### src/rtl/spi_slave_pkg.sv
// Shared types and constants for the SPI mode-0 slave: FSM state encoding and bit-order strings.
package spi_slave_pkg;

    typedef enum logic [1:0] {
        StIdle  = 2'd0,
        StLoad  = 2'd1,
        StShift = 2'd2
    } spi_state_e;

    localparam string OrderMsbFirst = "MSB_FIRST";
    localparam string OrderLsbFirst = "LSB_FIRST";

endpackage

### src/rtl/spi_slave_if.sv
// SPI pin and host-side handshake bundle for spi_slave; the slave modport is the DUT view.
interface spi_slave_if #(
    parameter int unsigned DATA_WIDTH = 8
);
    logic                  spi_clk;
    logic                  spi_csn;
    logic                  spi_mosi;
    logic                  spi_miso;
    logic                  spi_miso_oe;
    logic [DATA_WIDTH-1:0] tx_data;
    logic                  tx_vld;
    logic                  tx_rdy;
    logic [DATA_WIDTH-1:0] data_recv;
    logic                  data_recv_vld;
    logic                  tx_underrun;
    logic                  spi_busy;

    modport slave (
        input  spi_clk, spi_csn, spi_mosi, tx_data, tx_vld,
        output spi_miso, spi_miso_oe, tx_rdy, data_recv, data_recv_vld, tx_underrun, spi_busy
    );

    modport master (
        output spi_clk, spi_csn, spi_mosi, tx_data, tx_vld,
        input  spi_miso, spi_miso_oe, tx_rdy, data_recv, data_recv_vld, tx_underrun, spi_busy
    );
endinterface

### src/rtl/spi_slave_sync_edge.sv
// Two-flop synchroniser for an asynchronous level plus a third flop for rise/fall pulses.
module spi_slave_sync_edge (
    input  logic i_clk,
    input  logic i_rst,
    input  logic i_async,
    output logic o_rise,
    output logic o_fall
);
    logic r_meta;
    logic r_sync;
    logic r_dly;

    // Chain clears to 0 so a reset taken while CSN is low cannot fake a CSN fall.
    always_ff @(posedge i_clk) begin
        if (i_rst) begin
            r_meta <= 1'b0;
            r_sync <= 1'b0;
            r_dly  <= 1'b0;
        end else begin
            r_meta <= i_async;
            r_sync <= r_meta;
            r_dly  <= r_sync;
        end
    end

    assign o_rise = r_sync & ~r_dly;
    assign o_fall = ~r_sync & r_dly;

endmodule

### src/rtl/spi_slave.sv
// SPI mode-0 slave: oversampled in the system clock domain, deserialises MOSI and serialises a
// host-supplied word onto MISO through a one-deep holding register.
module spi_slave
    import spi_slave_pkg::*;
#(
    parameter int unsigned DATA_WIDTH = 8,
    parameter string       TX_ORDER   = "MSB_FIRST",
    parameter string       RX_ORDER   = "MSB_FIRST"
) (
    input  logic          i_sys_clk,
    input  logic          i_rst,
    spi_slave_if.slave    io_bus
);
    localparam int unsigned CntW       = $clog2(DATA_WIDTH + 1);
    localparam bit          TxMsbFirst = (TX_ORDER == OrderMsbFirst);
    localparam bit          RxMsbFirst = (RX_ORDER == OrderMsbFirst);

    spi_state_e            r_state;
    spi_state_e            w_state_next;
    logic [CntW-1:0]       r_bit_cnt;
    logic [CntW-1:0]       w_bit_cnt_next;
    logic [CntW-1:0]       w_cnt_inc;
    logic [DATA_WIDTH-1:0] r_rx_shift;
    logic [DATA_WIDTH-1:0] w_rx_next;
    logic [DATA_WIDTH-1:0] r_tx_shift;
    logic [DATA_WIDTH-1:0] w_tx_next;
    logic [DATA_WIDTH-1:0] r_hold;
    logic [DATA_WIDTH-1:0] w_hold_next;
    logic                  r_hold_full;
    logic                  w_hold_full_next;
    logic [DATA_WIDTH-1:0] r_data_recv;
    logic [DATA_WIDTH-1:0] w_data_recv_next;
    logic                  r_data_recv_vld;
    logic                  w_data_recv_vld_next;
    logic                  r_tx_underrun;
    logic                  w_tx_underrun_next;
    logic                  r_miso;
    logic                  w_miso_next;
    logic                  r_miso_oe;
    logic                  w_miso_oe_next;
    logic                  r_skip_fall;
    logic                  w_skip_fall_next;
    logic                  w_reload;

    logic w_clk_rise;
    logic w_clk_fall;
    logic w_csn_rise;
    logic w_csn_fall;
    logic r_mosi_meta;
    logic r_mosi_sync;

    function automatic logic first_bit(input logic [DATA_WIDTH-1:0] word);
        return TxMsbFirst ? word[DATA_WIDTH-1] : word[0];
    endfunction

    function automatic logic [DATA_WIDTH-1:0] tx_advance(input logic [DATA_WIDTH-1:0] word);
        return TxMsbFirst ? {word[DATA_WIDTH-2:0], 1'b0} : {1'b0, word[DATA_WIDTH-1:1]};
    endfunction

    spi_slave_sync_edge u_sync_clk (
        .i_clk   (i_sys_clk),
        .i_rst   (i_rst),
        .i_async (io_bus.spi_clk),
        .o_rise  (w_clk_rise),
        .o_fall  (w_clk_fall)
    );

    spi_slave_sync_edge u_sync_csn (
        .i_clk   (i_sys_clk),
        .i_rst   (i_rst),
        .i_async (io_bus.spi_csn),
        .o_rise  (w_csn_rise),
        .o_fall  (w_csn_fall)
    );

    // MOSI shares the clock's two-flop latency, so it is sampled alongside the detected rise.
    always_ff @(posedge i_sys_clk) begin
        if (i_rst) begin
            r_mosi_meta <= 1'b0;
            r_mosi_sync <= 1'b0;
        end else begin
            r_mosi_meta <= io_bus.spi_mosi;
            r_mosi_sync <= r_mosi_meta;
        end
    end

    assign w_cnt_inc = r_bit_cnt + 1'b1;

    always_comb begin
        w_state_next         = r_state;
        w_bit_cnt_next       = r_bit_cnt;
        w_rx_next            = r_rx_shift;
        w_tx_next            = r_tx_shift;
        w_hold_next          = r_hold;
        w_hold_full_next     = r_hold_full;
        w_data_recv_next     = r_data_recv;
        w_data_recv_vld_next = 1'b0;
        w_tx_underrun_next   = 1'b0;
        w_miso_next          = r_miso;
        w_miso_oe_next       = r_miso_oe;
        w_skip_fall_next     = r_skip_fall;
        w_reload             = 1'b0;

        case (r_state)
            StIdle: begin
                if (w_csn_fall) begin
                    w_state_next = StLoad;
                end
            end
            StLoad: begin
                w_state_next     = StShift;
                w_reload         = 1'b1;
                w_miso_oe_next   = 1'b1;
                w_bit_cnt_next   = '0;
                w_skip_fall_next = 1'b0;
            end
            StShift: begin
                // CSN rise wins over a coincident clock edge; partial RX bits are dropped.
                if (w_csn_rise) begin
                    w_state_next     = StIdle;
                    w_bit_cnt_next   = '0;
                    w_rx_next        = '0;
                    w_miso_next      = 1'b0;
                    w_miso_oe_next   = 1'b0;
                    w_skip_fall_next = 1'b0;
                end else if (w_clk_rise) begin
                    w_rx_next = RxMsbFirst ? {r_rx_shift[DATA_WIDTH-2:0], r_mosi_sync}
                                           : {r_mosi_sync, r_rx_shift[DATA_WIDTH-1:1]};
                    if (w_cnt_inc == CntW'(DATA_WIDTH)) begin
                        w_data_recv_next     = w_rx_next;
                        w_data_recv_vld_next = 1'b1;
                        w_bit_cnt_next       = '0;
                        w_reload             = 1'b1;
                        w_skip_fall_next     = 1'b1;
                    end else begin
                        w_bit_cnt_next = w_cnt_inc;
                    end
                end else if (w_clk_fall) begin
                    // The fall right after a reload keeps the new word's first bit on MISO.
                    if (r_skip_fall) begin
                        w_skip_fall_next = 1'b0;
                    end else begin
                        w_tx_next   = tx_advance(r_tx_shift);
                        w_miso_next = first_bit(w_tx_next);
                    end
                end
            end
            default: begin
                w_state_next = StIdle;
            end
        endcase

        if (w_reload) begin
            if (r_hold_full) begin
                w_tx_next        = r_hold;
                w_hold_full_next = 1'b0;
            end else if (io_bus.tx_vld) begin
                w_tx_next = io_bus.tx_data;
            end else begin
                w_tx_next          = '0;
                w_tx_underrun_next = 1'b1;
            end
            w_miso_next = first_bit(w_tx_next);
        end else if (io_bus.tx_vld && !r_hold_full) begin
            w_hold_next      = io_bus.tx_data;
            w_hold_full_next = 1'b1;
        end
    end

    always_ff @(posedge i_sys_clk) begin
        if (i_rst) begin
            r_state <= StIdle;
        end else begin
            r_state <= w_state_next;
        end
    end

    always_ff @(posedge i_sys_clk) begin
        if (i_rst) begin
            r_bit_cnt       <= '0;
            r_rx_shift      <= '0;
            r_tx_shift      <= '0;
            r_hold          <= '0;
            r_hold_full     <= 1'b0;
            r_data_recv     <= '0;
            r_data_recv_vld <= 1'b0;
            r_tx_underrun   <= 1'b0;
            r_miso          <= 1'b0;
            r_miso_oe       <= 1'b0;
            r_skip_fall     <= 1'b0;
        end else begin
            r_bit_cnt       <= w_bit_cnt_next;
            r_rx_shift      <= w_rx_next;
            r_tx_shift      <= w_tx_next;
            r_hold          <= w_hold_next;
            r_hold_full     <= w_hold_full_next;
            r_data_recv     <= w_data_recv_next;
            r_data_recv_vld <= w_data_recv_vld_next;
            r_tx_underrun   <= w_tx_underrun_next;
            r_miso          <= w_miso_next;
            r_miso_oe       <= w_miso_oe_next;
            r_skip_fall     <= w_skip_fall_next;
        end
    end

    assign io_bus.spi_miso      = r_miso;
    assign io_bus.spi_miso_oe   = r_miso_oe;
    assign io_bus.tx_rdy        = ~r_hold_full;
    assign io_bus.data_recv     = r_data_recv;
    assign io_bus.data_recv_vld = r_data_recv_vld;
    assign io_bus.tx_underrun   = r_tx_underrun;
    assign io_bus.spi_busy      = (r_state != StIdle);

endmodule

### src/flat_wrapper.sv
// flat-port wrapper written by rule: the top's interface ports become plain ports
module spi_slave_flat import spi_slave_pkg::*;
#(
    parameter int unsigned DATA_WIDTH = 8,
    parameter string       TX_ORDER   = "         ",
    parameter string       RX_ORDER   = "         "
)
  (i_sys_clk, i_rst, io_bus_spi_clk, io_bus_spi_csn, io_bus_spi_mosi, io_bus_tx_data, io_bus_tx_vld, io_bus_spi_miso, io_bus_spi_miso_oe, io_bus_tx_rdy, io_bus_data_recv, io_bus_data_recv_vld, io_bus_tx_underrun, io_bus_spi_busy);
  spi_slave_if #(.DATA_WIDTH(DATA_WIDTH)) io_bus_i ();
  input  logic i_sys_clk;
  input  logic i_rst;
  input wire logic [$bits(io_bus_i.spi_clk)-1:0] io_bus_spi_clk;
  input wire logic [$bits(io_bus_i.spi_csn)-1:0] io_bus_spi_csn;
  input wire logic [$bits(io_bus_i.spi_mosi)-1:0] io_bus_spi_mosi;
  input wire logic [$bits(io_bus_i.tx_data)-1:0] io_bus_tx_data;
  input wire logic [$bits(io_bus_i.tx_vld)-1:0] io_bus_tx_vld;
  output wire logic [$bits(io_bus_i.spi_miso)-1:0] io_bus_spi_miso;
  output wire logic [$bits(io_bus_i.spi_miso_oe)-1:0] io_bus_spi_miso_oe;
  output wire logic [$bits(io_bus_i.tx_rdy)-1:0] io_bus_tx_rdy;
  output wire logic [$bits(io_bus_i.data_recv)-1:0] io_bus_data_recv;
  output wire logic [$bits(io_bus_i.data_recv_vld)-1:0] io_bus_data_recv_vld;
  output wire logic [$bits(io_bus_i.tx_underrun)-1:0] io_bus_tx_underrun;
  output wire logic [$bits(io_bus_i.spi_busy)-1:0] io_bus_spi_busy;
  assign io_bus_i.spi_clk = io_bus_spi_clk;
  assign io_bus_i.spi_csn = io_bus_spi_csn;
  assign io_bus_i.spi_mosi = io_bus_spi_mosi;
  assign io_bus_i.tx_data = io_bus_tx_data;
  assign io_bus_i.tx_vld = io_bus_tx_vld;
  assign io_bus_spi_miso = io_bus_i.spi_miso;
  assign io_bus_spi_miso_oe = io_bus_i.spi_miso_oe;
  assign io_bus_tx_rdy = io_bus_i.tx_rdy;
  assign io_bus_data_recv = io_bus_i.data_recv;
  assign io_bus_data_recv_vld = io_bus_i.data_recv_vld;
  assign io_bus_tx_underrun = io_bus_i.tx_underrun;
  assign io_bus_spi_busy = io_bus_i.spi_busy;
  spi_slave #(.DATA_WIDTH(DATA_WIDTH), .TX_ORDER(TX_ORDER), .RX_ORDER(RX_ORDER)) u_core (.i_sys_clk(i_sys_clk), .i_rst(i_rst), .io_bus(io_bus_i));
endmodule
### config.mk
export PLATFORM = sky130hd
export DESIGN_NAME = spi_slave_flat
export DESIGN_NICKNAME = d
export VERILOG_FILES = /design/src/rtl/spi_slave_pkg.sv /design/src/rtl/spi_slave_if.sv /design/src/rtl/spi_slave_sync_edge.sv /design/src/rtl/spi_slave.sv /design/src/flat_wrapper.sv
export SDC_FILE = /design/constraint.sdc
export NUM_CORES = 1
export LEC_CHECK = 0
export CORE_MARGIN = 1.5
export CORE_UTILIZATION = 38
export CTS_CLUSTER_SIZE = 20
export DETAILED_ROUTE_END_ITERATION = 6
export PLACE_DENSITY = 0.62
export SYNTH_ARGS = -nofsm -noshare
export SYNTH_HDL_FRONTEND = slang
export SYNTH_SLANG_ARGS = --single-unit
### constraint.sdc
create_clock -name i_sys_clk -period 3.2 [get_ports i_sys_clk]
set_input_delay 0.64 -clock i_sys_clk [delete_from_list [all_inputs] [get_ports i_sys_clk]]
set_output_delay 0.64 -clock i_sys_clk [all_outputs]
set_load 0.01 [all_outputs]
==> flow_summary_export.csv <==
group,metric,value,unit
run_status,status,"completed",
route,num_vias,1613,
global_route,track_usage,13.34,%
die,initial_core_util,39.52,%
global_route,grt_pass1_vias,1419,
power_and_ir_drop,powerDensity,559.2,nW/um^2
synthesis,synth_top_cell_by_area,"dfxtp_1",
die,pin_count,28,
synthesis,synthMuxAreaShare,11.31,%
global_route,grt.overflow.total,0,
sta,fmax,0.4457,GHz
global_route,grt_max_degree,34,
global_route,grt_first_pass_wirelength,6.520,mm
clock_tree,cts_buffers,5,
final_layout,antenna_cells,0,
setup_path,cp.arrival,1.60,ns
route,first_pass_iters,4,
route,vias_per_cell,4.978,
clock_tree,cts.hold.buffers_added,0,
clock_tree,clock_insertion_delay_worst_skew,0.30,ns
route,detail_route.wirelength,3.973,mm
placed_design,place_congestion,0.7631,
worst_hold_path,hold_start,"u_core.u_sync_csn.r_meta",
placed_design,place_hpwl,2.745,mm
placed_design,io_buffers,27,
setup_path,worstSetupStartpointType,"flop",
die,core_area,5540,um^2
final_layout,fin_util,47.24,%
clock_tree,cts_max_level,2,
synthesis,syn-cell-area,2190,um^2
synthesis,synth.area.top_cells,"dfxtp_1 (46%), mux2i_1 (8.2%), nand2b_1 (5.1%)",
sta,slew-limit-headroom,35.21,%
synthesis,synth_fp_nets,247,
synthesis,synth_xor_area_share,0.4000,%
power_and_ir_drop,total_leakage_power,0.9579,nW
synthesis,yosysMostFrequentCell,"dfxtp_1",
die,dieArea,6227,um^2
sta,slew_violations,0,
sta,setup_viol,0,
synthesis,synth_cells,228,
clock_tree,cts_resized,0,
sta,hold_viol,0,
setup_path,worstSetupEndpointType,"output pin",
power_and_ir_drop,ir_drop,0.2233,mV
synthesis,synth_edf_count,0,
synthesis,synth.top_cell.area_share,45.71,%
clock_tree,cts_tree,"built",
sta,finClkSkew,0.004956,ns
sta,rsz0062_at_grt,"false",
die,die_width,78.91,um
sta,tightest_slew,0.9689,ns
die,die_h,78.91,um
final_layout,fill_cells,568,
setup_path,r2r-start,"u_core.r_state[0]",
route,ant_nets,0,
synthesis,synth_seq_cells,50,
clock_tree,clkSinkCount,50,
synthesis,synth_common_cells,"dfxtp_1 (50), a21oi_1 (22), nor2_1 (21), mux2i_1 (18), nand2b_1 (18)",
setup_path,criticalPathCategory,"flop to output pin",
route,avgRoutedWirePerCell,12.26,um
final_layout,areaGrowthSynthToFinish,19.54,%
final_layout,layout-drive-gt1-share,8.333,%
clock_tree,clk_pin_slew,0.09,ns
sta,period_needed,2.244,ns
run,maxCapViolCount,0,
synthesis,synth_compound_area_share,15.26,%
synthesis,seq_area_frac_synth,45.71,%
sta,tns,0,ns
synthesis,async_flop_share,0,%
clock_tree,root_buffer,"clkbuf_8",
synthesis,synth.distinct_cells,39,
synthesis,synth-simple-area-share,20.46,%
setup_path,crit_fanout,11,
setup_path,cp-startpoint,"u_core.r_hold_full",
final_layout,multi_input_area,1101,um^2
synthesis,synth_fa_ha_area_share,2.857,%
synthesis,synth_top_family_by_area,"simple AND/OR/NAND/NOR gates",
synthesis,avgSynthCellArea,9.604,um^2
synthesis,ys.flop_type,"dfxtp_1",
route,drc,0,
route,drtIter0Drc,84,
setup_path,crit_required,2.56,ns
clock_tree,clock_path_buffers,2,
sta,period_share,70.12,%
final_layout,seq_area,1001,um^2
worst_hold_path,hp-class,"flop to flop",
clock_tree,post-cts-setup-buffers,0,
final_layout,layout.nets,270,
synthesis,yosys_warnings,0,
global_route,antenna_found_initial,0,
die,num_rows,27,
-- layout make-up --
type | count | area share, %
well taps | 72 | 3.442
flip-flops and latches | 50 | 38.24
clock inverters | 3 | 1.721
repair buffers | 30 | 11.19
multi-input cells | 159 | 42.07
inverters | 5 | 0.7170
clock buffers | 5 | 2.629
-- cells by family (layout without fill, tap and decap cells) --
logic type / Yosys count / count (layout)
compound gates: 51 / 51
xor+xnor: 1 / 1
fa+ha+maj: 5 / 5
buf+inv: 19 / 43
flops: 50 / 50
mux: 24 / 24
simple gates: 78 / 78
-- layout by cell type, fill, tap and decap left out, types with 2 or more instances in the layout --
cell	n
a21oi_1	22
a22oi_1	8
a311oi_1	8
and3_1	7
buf_4	3
clkbuf_8	5
clkdlybuf4s50_1	27
clkinvlp_4	2
dfxtp_1	50
ha_1	5
inv_1	5
mux2_2	5
mux2i_1	18
nand2_1	8
nand2b_1	18
nand3_1	2
nor2_1	21
nor2b_1	11
o21ai_0	6
-- power breakdown --
| part | internal, W | switching [W] | leakage [nW] |
|---|---|---|---|
| Sequential | 0.000663 | 0.0000257 | 0.406 |
| Clock | 0.000233 | 0.000212 | 0.0504 |
| Combinational | 0.000141 | 0.000189 | 0.501 |
-- final timing paths --
| check | slack [ns] | to | cells past startpoint |
|---|---|---|---|
| max | 0.96 | io_bus_tx_rdy | 2 |
| min | 0.44 | u_core.u_sync_csn.r_sync | 1 |
| max reg2reg | 0.99 | u_core.io_bus.spi_miso | 6 |
| min reg2reg | 0.44 | u_core.u_sync_csn.r_sync | 1 |
-- routing by layer --
metal	track usage [%]	vias to the layer above	share of wire, %
met3	3.678	5	3.2
met2	19.48	27	44
met5	0	-	0
met1	18.38	737	51
met4	5.789	0	1.5
li1	-	844	-
-- critical path, cell delays in order (launching register included) --
cell	delay (ns)
dfxtp_1	0.55
inv_1	0.23
clkdlybuf4s50_1	0.52
-- flip-flops by register name (all words and copies together), names as in the netlist, 2 cells and up --
register,count
u_core.r_bit_cnt,4
u_core.r_state,2
u_core.io_bus.data_recv,8
u_core.r_tx_shift,7
u_core.r_hold,8
u_core.r_rx_shift,7
-- per-stage QoR --
| stage | power [W] | setup WS [ns] | cells | hold slack [ns] | instance area, um^2 |
|---|---|---|---|---|---|
| 2_1_floorplan | 0.0009484 | 1.375 | 228 | 0.4138 | 2190 |
| 3_3_place_gp | 0.001035 | 0.8813 | 316 | 0.4165 | 2504 |
| 3_5_place_dp | 0.001038 | 0.8982 | 316 | 0.4260 | 2504 |
| 4_1_cts | 0.001481 | 0.9525 | 324 | 0.4488 | 2618 |
| 5_1_grt | 0.001547 | 0.8123 | 324 | 0.4637 | 2618 |
| 6_report | 0.001464 | 0.9563 | 324 | 0.4446 | 2618 |
Power figures use the tool's default switching activity.
==> edit, RTL diff (same settings) <==
`r_rx_shift`, `r_tx_shift`, `r_hold` and `r_data_recv` no longer have a reset.
--- a/src/rtl/spi_slave.sv
+++ b/src/rtl/spi_slave.sv
@@ -178,11 +178,7 @@
     always_ff @(posedge i_sys_clk) begin
         if (i_rst) begin
             r_bit_cnt       <= '0;
-            r_rx_shift      <= '0;
-            r_tx_shift      <= '0;
-            r_hold          <= '0;
             r_hold_full     <= 1'b0;
-            r_data_recv     <= '0;
             r_data_recv_vld <= 1'b0;
             r_tx_underrun   <= 1'b0;
             r_miso          <= 1'b0;
@@ -190,17 +186,20 @@
             r_skip_fall     <= 1'b0;
         end else begin
             r_bit_cnt       <= w_bit_cnt_next;
-            r_rx_shift      <= w_rx_next;
-            r_tx_shift      <= w_tx_next;
-            r_hold          <= w_hold_next;
             r_hold_full     <= w_hold_full_next;
-            r_data_recv     <= w_data_recv_next;
             r_data_recv_vld <= w_data_recv_vld_next;
             r_tx_underrun   <= w_tx_underrun_next;
             r_miso          <= w_miso_next;
             r_miso_oe       <= w_miso_oe_next;
             r_skip_fall     <= w_skip_fall_next;
         end
+    end
+
+    always_ff @(posedge i_sys_clk) begin
+        r_rx_shift  <= w_rx_next;
+        r_tx_shift  <= w_tx_next;
+        r_hold      <= w_hold_next;
+        r_data_recv <= w_data_recv_next;
     end
 
     assign io_bus.spi_miso      = r_miso;
Behaviour: no difference found for any inputs over 10 cycles, from zero or initial values and one cycle with i_rst high; that may be too few to reach the edited logic, so the function may still have changed.
==> edit against the unedited design <==
- wire length down 5.8%
- critical path type is now flop to flop
- power up 1.1%
- utilization up 1.4 points
- clock power about the same
- sequential cell count unchanged
- final area down 4.4%
- worst setup slack worse by 0.048 ns
- area after synthesis down 6.7%
==> edit: results (changes against the unedited design) <==
| Metric | Value |
|---|---|
| Top post-synthesis cells by count | edfxtp_1 (30), dfxtp_1 (20), a21oi_1 (11), nor2b_1 (11), nand2_1 (9) |
| CTS resizes | 0 (unchanged) |
| Clock-pin slew on the worst setup and hold paths | approximately 0.1 ns |
| Slew headroom | 0.4964 (+0.1443) |
| Clock Root Buffer | clkbuf_8 |
| DR WL/cell | 14.07 microns (+15%) |
| Drt first pass iters | 4 (unchanged) |
| Hold WC Path Type | flop to flop |
| Int Pwr | 1.089 mW (+5.0%) |
| Placed Area | 0.002389 sq mm (-4.6%) |
| EDFF count, synth | 30 (+30) |
| Storage cell area | 0.001301 sq mm (+30%) |
| Final GP Congestion | 0.8215 (+7.7%) |
| Post-CTS setup buffer count | 0 (unchanged) |
| Crit-path slowest cell | a2111oi_0 |
| Fillcell total | 485 (-15%) |
| Syn Inst Count | 165 (-28%) |
| Fmax | 436.4 MHz (-2.1%) |
| Dpl cells | 258 (-18%) |
| Vias per cell | 5.090 (+2.2%) |
| DR iter-0 viols | 43 (-49%) |
| Share of layout cells above drive strength 1 | 0.1020 (+0.01871) |
| Unique masters post-synth | 35 (-10%) |
| Status | finished clean |
| PortBufs | 27 (unchanged) |
| Net count after synthesis | 184 (-26%) |
| Via Count | 1354 (-16%) |
| VDD IR-drop max | 0.0003525 V (+58%) |
| Top post-synthesis cells by area | edfxtp_1 (44%), dfxtp_1 (20%), nor2b_1 (3.4%) |
| Initial antenna violation count | 0 (unchanged) |
| Critical Path AT | 2.27 ns (+0.67 ns) |
| Clk_lat worst skew | 0.30 ns (about the same) |
| H-tree Lvls | 2 (unchanged) |
| CP delay by family, top | compound AO/OA/AOI/OAI gates |
| Final #Nets | 214 (-21%) |
| Total global-route track usage | 0.1374 (+0.003954) |
| Slowest cell delay on critical path | 0.57 ns (+0.02 ns) |
| Largest net degree at the start of global routing | 21 (-38%) |
| First-pass GRT wire length | 6341 microns (-2.7%) |
| Final antenna diode count | 0 (unchanged) |
| Max FO, Critical Path | 7 (-4) |
| Max clock buf depth | 2 (unchanged) |
| Clock skew | 0.009511 ns (+0.004555 ns) |
| HPWL after DPL | 2640 microns (-3.8%) |
| Ys async rst share | 0 (unchanged) |
| Leakage | 0.8315 nW (-13%) |
| Ys Warns | 0 (unchanged) |
| Sequential share of the synthesized area | 0.6373 (+0.1801) |
| Num CTS Buffers | 5 (unchanged) |
[edit: cell type report]
| type | instances | share of cell area |
|---|---|---|
| clock buffers | 5 | 0.02750 |
| clock inverters | 3 | 0.01800 |
| inverters | 7 | 0.01050 |
| multi-input cells | 103 | 0.2780 |
| flip-flops and latches | 50 | 0.5200 |
| well taps | 70 | 0.03500 |
| repair buffers | 28 | 0.1110 |
[edit: path summary, 6_finish.rpt]
check	cells after the start	to	from	slack (ns)
max reg2reg	5	u_core.r_tx_shift[3]	u_core.r_bit_cnt[0]	0.91
min	0	u_core.io_bus.data_recv[0]	u_core.r_rx_shift[1]	0.44
min reg2reg	0	u_core.io_bus.data_recv[0]	u_core.r_rx_shift[1]	0.44
max	5	u_core.r_tx_shift[3]	u_core.r_bit_cnt[0]	0.91
[edit: power groups by stage]
stage	sequential, mW	clock (mW)	combinational, mW
6_report	0.753	0.445	0.281
5_1_grt	0.759	0.478	0.311
4_1_cts	0.753	0.453	0.284
3_5_place_dp	0.768	0	0.283
3_3_place_gp	0.766	0	0.271
2_1_floorplan	0.761	0	0.185
[edit: per-stage QoR]
stage / power, mW / worst slack (ns)
2_1_floorplan: 0.9454 / 0.9809
3_3_place_gp: 1.037 / 0.9561
3_5_place_dp: 1.051 / 0.9054
4_1_cts: 1.490 / 0.9287
5_1_grt: 1.549 / 0.7063
6_report: 1.479 / 0.9086
[edit: cell families (layout without fill, tap and decap cells)]
logic type | Yosys count | after routing | synth area share
adder cells (fa/ha/maj) | 5 | 5 | 0.03064
flip-flops | 50 | 50 | 0.6373
multiplexers | 6 | 6 | 0.03309
AND/OR/NAND/NOR | 56 | 56 | 0.1556
buffers and inverters | 12 | 43 | 0.02206
AO/OA/AOI/OAI | 36 | 36 | 0.1213
[edit: metal layers]
layer | track usage | part of all wire | up-vias
li1 | - | - | 665
met1 | 0.1728 | 0.45 | 653
met3 | 0.04072 | 0.050 | 7
met4 | 0.05370 | 0.017 | 0
met2 | 0.2223 | 0.48 | 29
met5 | 0 | 0 | -
